--- src/rtl/immediate_sequencer.sv ---
// Decode-stage immediate sequencer: picks the imm4/imm8/imm11 field, sign-extends it to 16 bits
// and merges an optional prefix payload. Optional zero-extension is enabled by IMM_ZERO_EXTEND_EN.
module immediate_sequencer #(
  parameter int WIDTH = 16
) (
  input  logic             Clk,
  input  logic             Reset,
  input  logic             InstrValid,
  output logic             InstrReady,
  input  logic [15:0]      Instr,
  input  logic [1:0]       Format,
  input  logic             IsPrefix,
  input  logic             Flush,
  output logic             ImmValid,
  input  logic             ImmReady,
  output logic [WIDTH-1:0] Imm,
  output logic             ImmFromPrefix,
  output logic             PrefixPending,
  output logic             PrefixError
`ifdef IMM_ZERO_EXTEND_EN
  ,
  input  logic             ZeroExt
`endif
);

  typedef enum logic {S_IDLE = 1'b0, S_PREF = 1'b1} state_t;

  state_t           state_q, state_d;
  logic [11:0]      prefix_q, prefix_d;
  logic [WIDTH-1:0] imm_q, imm_d;
  logic             fp_q, fp_d;
  logic             vld_q, vld_d;
  logic             perr_q, perr_d;

  logic             zext;
  logic             accept;
  logic             has_imm;
  logic             fill;
  logic [WIDTH-1:0] imm_plain;
  logic [WIDTH-1:0] imm_pref;
  logic             unused_instr_hi;

`ifdef IMM_ZERO_EXTEND_EN
  assign zext = ZeroExt;
`else
  assign zext = 1'b0;
`endif

  assign InstrReady      = !vld_q | ImmReady;
  assign accept          = InstrValid & InstrReady & !Flush;
  assign has_imm         = (Format != 2'b00);
  assign unused_instr_hi = ^Instr[15:12];

  // Fill bit for the un-prefixed path: the field's sign bit unless zero-extension is requested.
  always_comb begin
    fill = 1'b0;
    case (Format)
      2'b01:   fill = Instr[3]  & ~zext;
      2'b10:   fill = Instr[7]  & ~zext;
      2'b11:   fill = Instr[10] & ~zext;
      default: fill = 1'b0;
    endcase
  end

  always_comb begin
    imm_plain = '0;
    case (Format)
      2'b01:   imm_plain = {{(WIDTH-4){fill}},  Instr[3:0]};
      2'b10:   imm_plain = {{(WIDTH-8){fill}},  Instr[7:0]};
      2'b11:   imm_plain = {{(WIDTH-11){fill}}, Instr[10:0]};
      default: imm_plain = '0;
    endcase
  end

  // Prefix supplies exactly the bits above the field; WIDTH is fixed at 16 for this path.
  always_comb begin
    imm_pref = '0;
    case (Format)
      2'b01:   imm_pref = {prefix_q,      Instr[3:0]};
      2'b10:   imm_pref = {prefix_q[7:0], Instr[7:0]};
      2'b11:   imm_pref = {prefix_q[4:0], Instr[10:0]};
      default: imm_pref = '0;
    endcase
  end

  // State register and output registers
  always_ff @(posedge Clk) begin
    if (!Reset) begin
      state_q  <= S_IDLE;
      prefix_q <= '0;
      imm_q    <= '0;
      fp_q     <= 1'b0;
      vld_q    <= 1'b0;
      perr_q   <= 1'b0;
    end else begin
      state_q  <= state_d;
      prefix_q <= prefix_d;
      imm_q    <= imm_d;
      fp_q     <= fp_d;
      vld_q    <= vld_d;
      perr_q   <= perr_d;
    end
  end

  // Next-state: any accepted non-prefix instruction returns to IDLE.
  always_comb begin
    state_d = state_q;
    if (Flush)
      state_d = S_IDLE;
    else if (accept)
      state_d = IsPrefix ? S_PREF : S_IDLE;
  end

  // Output / datapath next values
  always_comb begin
    prefix_d = prefix_q;
    imm_d    = imm_q;
    fp_d     = fp_q;
    vld_d    = vld_q & ~ImmReady;
    perr_d   = accept & (state_q == S_PREF) & (IsPrefix | ~has_imm);

    if (accept && IsPrefix)
      prefix_d = Instr[11:0];

    if (Flush) begin
      vld_d = 1'b0;
    end else if (accept && !IsPrefix && has_imm) begin
      vld_d = 1'b1;
      imm_d = (state_q == S_PREF) ? imm_pref : imm_plain;
      fp_d  = (state_q == S_PREF);
    end
  end

  assign ImmValid      = vld_q;
  assign Imm           = imm_q;
  assign ImmFromPrefix = fp_q;
  assign PrefixPending = (state_q == S_PREF);
  assign PrefixError   = perr_q;

endmodule

--- config.mk ---
export PLATFORM = sky130hd
export DESIGN_NAME = immediate_sequencer
export DESIGN_NICKNAME = d
export VERILOG_FILES = /design/src/rtl/immediate_sequencer.sv
export SDC_FILE = /design/constraint.sdc
export NUM_CORES = 1
export LEC_CHECK = 0
export BUFFER_PORTS_ARGS = -buffer_cell sky130_fd_sc_hd__buf_2
export CAP_MARGIN = 20
export CORE_MARGIN = 8
export CORE_UTILIZATION = 30
export CTS_BUF_LIST = sky130_fd_sc_hd__clkbuf_4 sky130_fd_sc_hd__clkbuf_8
export DETAILED_ROUTE_END_ITERATION = 12
export PLACE_DENSITY = 0.61
export REMOVE_ABC_BUFFERS = 1
export SKIP_LAST_GASP = 1
export SLEW_MARGIN = 20
export SYNTH_ARGS = -nofsm -noshare
export SYNTH_HDL_FRONTEND = slang
export SYNTH_SLANG_ARGS = --single-unit
--- constraint.sdc ---
create_clock -name Clk -period 1.4 [get_ports Clk]
set_input_delay 0.07 -clock Clk [delete_from_list [all_inputs] [get_ports Clk]]
set_output_delay 0.07 -clock Clk [all_outputs]
set_load 0.005 [all_outputs]
Yosys cells after proc, flatten, opt, wreduce, memory -nomap -nowiden
Index checks and enable logic that the tools add are counted.
{ "word_totals": {"ff_bits": 32, "latchBits": 0, "ramBits": 0, "mem_bits_ro": 0, "input_bits": 24, "out_inout_bits": 21, "elab_cells": 35, "mem_count": 0} }
{ "classes": {"add_sub_neg": 0, "n_mul": 0, "n_div": 0, "magnitude_cmp": 0, "eq_ne": 3, "shifts": 0, "muxes": 6, "n_bitwise": 11, "reduce_logical": 9} }
{ "op_table": {"columns": ["cell", "count"], "rows": [
  ["$pmux W16 S3", 2],
  ["$mux W16", 1],
  ["$and A1 B1 Y1", 5],
  ["$eq A2 B2 Y1 const B", 2],
  ["$not A1 Y1", 4],
  ["$logic_and A1 B1 Y1", 3],
  ["$logic_not A1 Y1", 3],
  ["$eq A2 B1 Y1 const B", 1],
  ["$mux W1", 2],
  ["$or A1 B1 Y1", 2],
  ["$pmux W1 S2", 1],
  ["$reduce_and A2 Y1", 1],
  ["$reduce_bool A2 Y1", 1],
  ["$reduce_or A2 Y1", 1]
]} }

Logic depth before layout (Yosys ltp)
Gate-level depths: netlist (run 1).
{ "logic_depth": {"word_depth": 7, "mapped_depth": 7, "mapped_depth_nobuf": 4} }

Worst setup path after synthesis (run 1)
OpenSTA, ideal clock, no wires.
{ "synth_timing": {"path_kind": "register to register", "from": "register state_q (netlist: PrefixPending)", "to": "register imm_q[7] (netlist: Imm[7])", "setup_ns": 0.116, "arrival_time_ns": 1.249, "t_required_ns": 1.284, "slack_ns": 0.034, "path_stages_with_launch": 6, "path_buffers": 1, "period_less_slack_ns": 1.366, "cell_sequence": "dfxtp_1 -> buf_2 -> mux2_2 -> a22oi_1 -> nand2_1 -> o211a_1"} }
{ "synth_via": {"elab_chain_cells": 1} }
{ "synth_rtl": {"columns": ["element", "line", "source"], "rows": [
  ["start: declaration", "28", "state_t state_q, state_d;"],
  ["start signal: assignment", "96", "state_q <= state_d;"],
  ["$mux W16", "129", "imm_d = (state_q == S_PREF) ? imm_pref : imm_plain;"],
  ["end signal: assignment", "98", "imm_q <= imm_d;"],
  ["end: declaration", "30", "logic [WIDTH-1:0] imm_q, imm_d;"]
]} }
Every way passes these cells.
A chain may end at the register's enable or synchronous reset.

Worst setup path in the final report (run 1)
{ "layout_timing": {"from": "register vld_q (netlist: ImmValid)", "to": "register fp_q (netlist: ImmFromPrefix)"} }
{ "layout_via": {"elab_chain_cells": 7} }
{ "layout_rtl": {"columns": ["element", "line", "source"], "rows": [
  ["start: declaration", "32", "logic vld_q, vld_d;"],
  ["start signal: assignment", "100", "vld_q <= vld_d;"],
  ["$logic_not A1 Y1", "49", "assign InstrReady = !vld_q | ImmReady;"],
  ["$or A1 B1 Y1", "49", null],
  ["$and A1 B1 Y1 (2 in series)", "50", "assign accept = InstrValid & InstrReady & !Flush;"],
  ["$logic_and A1 B1 Y1 (2 in series)", "127", "end else if (accept && !IsPrefix && has_imm) begin"],
  ["$reduce_and A2 Y1 (no line)", null, null],
  ["end signal: assignment", "99", "fp_q <= fp_d;"],
  ["end: declaration", "31", "logic fp_q, fp_d;"]
]} }
Every way passes these cells.

==> run metrics, run 1 <==
post-synth top area cell=dfxtp_1; status=completed; drt drc=0; Filler cells=512; Pre-Repair DR Iteration Count=4; Via density=4.70; worst r2r src=ImmValid; Setup Skew=3.76 ps; DR vias=1288; CTS tree=built; Tmin final=1290 ps; Hold Vio Cnt, Final=0; worst path bufs/invs=1; Resized cells post-CTS=0; ANT cells=0; clock root cell=clkbuf_8; Fmax achieved=773 MHz; arrival time worst endpoint=1470 ps; Slew headroom=73.2%; CP delay by family, top=simple AND/OR/NAND/NOR gates; ranking of synthesized cells by area=dfxtp_1, mux2i_1, nor2b_1; RSZ-0062 raised after global routing=false; Hold Startpoint=Instr[11]; post-CTS setup buffer count=0; top-count cell post-synth=dfxtp_1; vias in the first global route=1323; Setup TNS Final=0 ps; flop2flop setup slack=110 ps; share of flip-flops with an asynchronous set or reset=0%; critical path type=reg -> reg; R2R Path End=ImmFromPrefix; Max stage delay cell, worst path=and4b_1; met2 usage=16.6%; DP HPWL=2890 um; GR Overflow Total=0; largest fanout on the critical path=15; initial antenna violation count=0; Pwr per Cell Area=1050 nW/um^2; die height=87.9 um; starting density of the core=30.8%; nets@finish=227; Starting DRT DRC Count=81; CTS Sinks=32; GR Layer Usage met1=13.1%; hold worst-path end=prefix_q[11]; clock buffer depth=2; first-pass GRT wire length=6380 um; # IOs=45; placer's final routability congestion estimate=0.769; IO buf count=40; # rows=26; WL/cell=14.1 um; top-area cell type share of the netlist area=41.3%; H-tree Lvls=2; Hold WC Path Type=in -> reg; DIE AREA=7730 sq um; Netlist cell types=33; post-cts hold buffer count=0; VDD IR max=573 uV; Final setup viols=0; GR peak layer=met2; final-report max-slew violation count=0; clk_lat worst skew=270 ps; post-synthesis register bit count=32; Worst Tran Pin Value=402 ps; Pwr Total=2.09 mW; mean instance size in the synthesized netlist=9.95 sq um; pin count of the biggest net entering global routing=26; Seq/Total Area, Yosys=41.3%; Reg clk slew, reported paths=70 ps; number of nets still failing antenna checks after routing=0; Max-Cap Viols=0; Synth Warn #=0; layout cells sized above 1=33.8%; Hold Path Cell Cnt=3; Total GRT Usage=10.6%; post-synthesis instance total=156; Die Span X=87.9 um; Period Utilization, post-route=92.5%; Crit path required time=1570 ps; Global Route met3 Usage=3.66%; number of synthesized flops with an enable pin=0; Area growth syn-to-layout=28.0%; worst-case reg-to-reg path depth=5; final wirelength=3850 um; Placed Area=1880 sq um; leakage=0.911 nW; Hold Slack=53.3 ps; CP startpoint kind=flop; Primary FF master, synth=dfxtp_1; slowest stage delay, CP=370 ps; Cell Chain, Critical Path=nand2b_1, and4b_1, buf_12, mux2i_1, nor2b_1; synth cell count leaders=dfxtp_1, nor2b_1, mux2i_1; Core Region=5040 sq um; CTS buffer count=5; CP endpoint kind=flop; Synth Cell Area=1550 sq um; Final Instance Area=1990 sq um
-- sequential cells by signal, indices dropped and copies added (netlist names) --
name	cells
prefix_q	12
ImmFromPrefix	1
Imm	16
PrefixError	1
ImmValid	1
PrefixPending	1
-- final cells by class --
class / count / area [sq um] / area share, %
Multi-Input combinational cell: 109 / 817 / 41.1
Sequential cell: 32 / 641 / 32.2
Timing Repair Buffer: 53 / 323 / 16.2
Tap cell: 70 / 87.6 / 4.41
Clock buffer: 6 / 76.3 / 3.84
Clock inverter: 2 / 35.0 / 1.76
Inverter: 2 / 7.51 / 0.378
-- cell families (layout without fill, tap and decap cells) --
| family | Yosys count | in the layout | share of synthesized area, % |
|---|---|---|---|
| and+or+nand+nor | 46 | 46 | 17.7 |
| AOI/OAI and AO/OA | 39 | 39 | 18.9 |
| DFF | 32 | 32 | 41.3 |
| muxes | 24 | 24 | 16.0 |
| buffers and inverters | 15 | 63 | 6.12 |
-- worst reg2reg max path: cells and delay by family, from the launching register on --
kind / cells / cell delay (ps)
and+or+nand+nor: 3 / 510
DFF: 1 / 310
buffers and inverters: 1 / 190
muxes: 1 / 190
-- worst max path at each step --
stage / start / end / slack (ps) / depth (start not counted)
after floorplan: ImmValid / Imm[11] / -320 / 4
after global placement: IsPrefix / ImmFromPrefix / 20 / 6
after detailed placement: IsPrefix / ImmFromPrefix / 20 / 6
after CTS: ImmValid / ImmFromPrefix / 70 / 5
after global routing: ImmValid / ImmFromPrefix / 8 / 5
final: ImmValid / ImmFromPrefix / 110 / 5
-- cell usage in the layout (no fill, tap or decap), types with 2 or more instances in the layout --
cell | synthesis | final
buf_2 | 4 | 40
a21oi_1 | 10 | 10
o221a_1 | 5 | 5
o21ai_0 | 4 | 4
nor2b_1 | 19 | 19
o211a_1 | 4 | 4
nand2_1 | 11 | 11
nand2b_1 | 4 | 4
nand3b_1 | 6 | 6
o211ai_1 | 3 | 3
mux2i_1 | 17 | 17
buf_12 | 0 | 2
a32oi_1 | 3 | 3
dfxtp_1 | 32 | 32
mux2_2 | 6 | 6
a22oi_1 | 4 | 4
clkbuf_8 | 0 | 5
buf_4 | 1 | 11
-- stage by stage --
step	setup WS, ps	instances	util (%)
final	106	274	39.4
after detailed placement	17.8	266	37.2
after global routing	8.49	274	39.4
after floorplan	-322	143	-
after global placement	19.6	266	37.2
after CTS	67.4	274	39.4
-- routing by layer --
metal	wire length, um	vias up
li1	-	658
met1	1770	595
met2	1810	33
met3	255	2
met4	16	0
met5	0	-
-- where the power goes --
part | switching, mW | total (mW) | internal (mW)
Combinational | 0.122 | 0.253 | 0.131
Sequential | 0.0194 | 0.963 | 0.943
Clock | 0.331 | 0.878 | 0.547
Note: power is estimated with default switching activity, not from simulation.
==> inputs of run 2 (changes only) <==
--- a/config.mk
+++ b/config.mk
@@ -5,6 +5,7 @@
 export SDC_FILE = /design/constraint.sdc
 export NUM_CORES = 1
 export LEC_CHECK = 0
+export ABC_AREA = 1
 export BUFFER_PORTS_ARGS = -buffer_cell sky130_fd_sc_hd__buf_2
 export CAP_MARGIN = 20
 export CORE_MARGIN = 8
==> run metrics, run 2 <==
status=completed; Setup TNS Final=0 ps; Starting DRT DRC Count=115; Pwr per Cell Area=1000 nW/um^2; Pre-Repair DR Iteration Count=5; Area growth syn-to-layout=22.4%; share of flip-flops with an asynchronous set or reset=0%; # rows=26; GR Overflow Total=0; clock buffer depth=2; clk_lat worst skew=280 ps; IO buf count=40; ANT cells=0; Fmax achieved=824 MHz; post-CTS setup buffer count=0; synth cell count leaders=nor2_1, nand2_1, nand3_1; Final setup viols=0; RSZ-0062 raised after global routing=false; final wirelength=4230 um; fin util=38.2%; Hold WC Path Type=in -> reg; CP endpoint kind=flop; Adder-Cell Fraction of Synth Area=0%; mean instance size in the synthesized netlist=6.76 sq um; Netlist cell types=21; Max-Cap Viols=0; number of synthesized flops with an enable pin=0; initial antenna violation count=0; Filler cells=599; VDD IR max=455 uV; final-report max-slew violation count=0; top-area cell type share of the netlist area=40.0%; Hold Vio Cnt, Final=0; Synth Warn #=0; CP startpoint kind=flop; ranking of synthesized cells by area=dfxtp_1, nor2_1, nand3_1; Seq/Total Area, Yosys=40.0%; H-tree Lvls=2; compound-gate portion of the synthesized area=9.37%; nets@finish=303; post-synthesis instance total=237; number of nets still failing antenna checks after routing=0; DP HPWL=3160 um; Primary FF master, synth=dfxtp_1; post-synthesis xor/xnor area fraction=0%; largest fanout on the critical path=13; DR vias=1589; vias in the first global route=1546; first-pass GRT wire length=7090 um; area of the multi-input gates=805 sq um; Setup Skew=6.96 ps; Synth Cell Area=1600 sq um; DIE AREA=7940 sq um; post-synth top area cell=dfxtp_1; clock root cell=clkbuf_8; Crit path required time=1580 ps; starting density of the core=31.2%; Resized cells post-CTS=0; placer's final routability congestion estimate=0.890; WL/cell=12.1 um; max reg flops=16; commonest cells after routing, fill and taps aside=nor2_1, nand2_1, nand3_1, buf_2, dfxtp_1; fraction of synthesized area in multiplexers=0%; FF/Latch Area=641 sq um; Worst Tran Pin Value=276 ps; Core Region=5140 sq um; drt drc=0; post-cts hold buffer count=0; leakage=0.975 nW; CTS Sinks=32; top-count cell post-synth=nor2_1; CTS buffer count=5; Via density=4.54; critical path type=reg -> reg; # IOs=45; commonest non-fill, non-tap cell in the layout=nor2_1; Slew headroom=81.6%; main combinational cell family by area after synthesis=simple AND/OR/NAND/NOR gates; arrival time worst endpoint=1390 ps; Tmin final=1210 ps; Total GRT Usage=11.2%; post-synthesis register bit count=32; pin count of the biggest net entering global routing=18; Period Utilization, post-route=86.7%; Reg clk slew, reported paths=70 ps; die height=89.1 um; CTS tree=built; Post-Synth Simple-Gate Area=40.8%; Die Span X=89.1 um; layout cells sized above 1=23.9%
==> run 2: power by group <==
group / switching, mW / internal, mW
clock: 0.337 / 0.392
sequential: 0.0250 / 0.951
combinational: 0.162 / 0.102
==> run 2: path summary, 6_finish.rpt <==
check                                   start            end  slack [ps]  depth (start not counted)
worst max-delay path                 ImmValid        Imm[11]         190                          7
worst min register to register  ImmFromPrefix  ImmFromPrefix         480                          2
worst min-delay path                Instr[11]   prefix_q[11]          10                          3
worst max register to register       ImmValid        Imm[11]         190                          7
==> run 2: metrics by stage <==
stage,power (mW),area (sq um),std cells,hold slack (ps),worst slack (ps)
after floorplan,1.13,1520,225,205,217
after global placement,1.26,1870,342,297,191
after detailed placement,1.26,1870,342,312,178
after CTS,1.99,1960,350,11.0,172
after global routing,2.08,1960,350,13.3,66.0
final,1.97,1960,350,10.6,186
==> run 2: cells by family (layout without fill, tap and decap cells) <==
| kind of cell | Yosys count | after routing |
|---|---|---|
| and+or+nand+nor | 147 | 147 |
| DFF | 32 | 32 |
| buffers and inverters | 31 | 74 |
| AOI/OAI and AO/OA | 27 | 27 |
==> run 2: worst max-delay path, cell delays in order, from the launching register on <==
cell,delay [ps]
dfxtp_1,310
nand2_2,110
nand3_4,120
nor2_8,230
buf_12,160
nand3_1,80
nand2_1,60
inv_1,30
==> run 2: layer usage <==
layer,wire (um),share of wire (%),global-route usage [%],vias to the layer above
met3,265,6.3,2.85,4
met2,1760,42,17.0,44
li1,-,-,-,840
met1,2170,51,15.0,701
met5,0,0,0,-
met4,31,0.73,3.63,0
==> run 2: area by class of cell <==
class	instances	area share [%]
multi-input combinational	174	41.0
clock buffer	6	4.21
inverter	19	3.64
timing repair buffer	47	13.5
sequential	32	32.7
tap	70	4.46
clock inverter	2	0.510
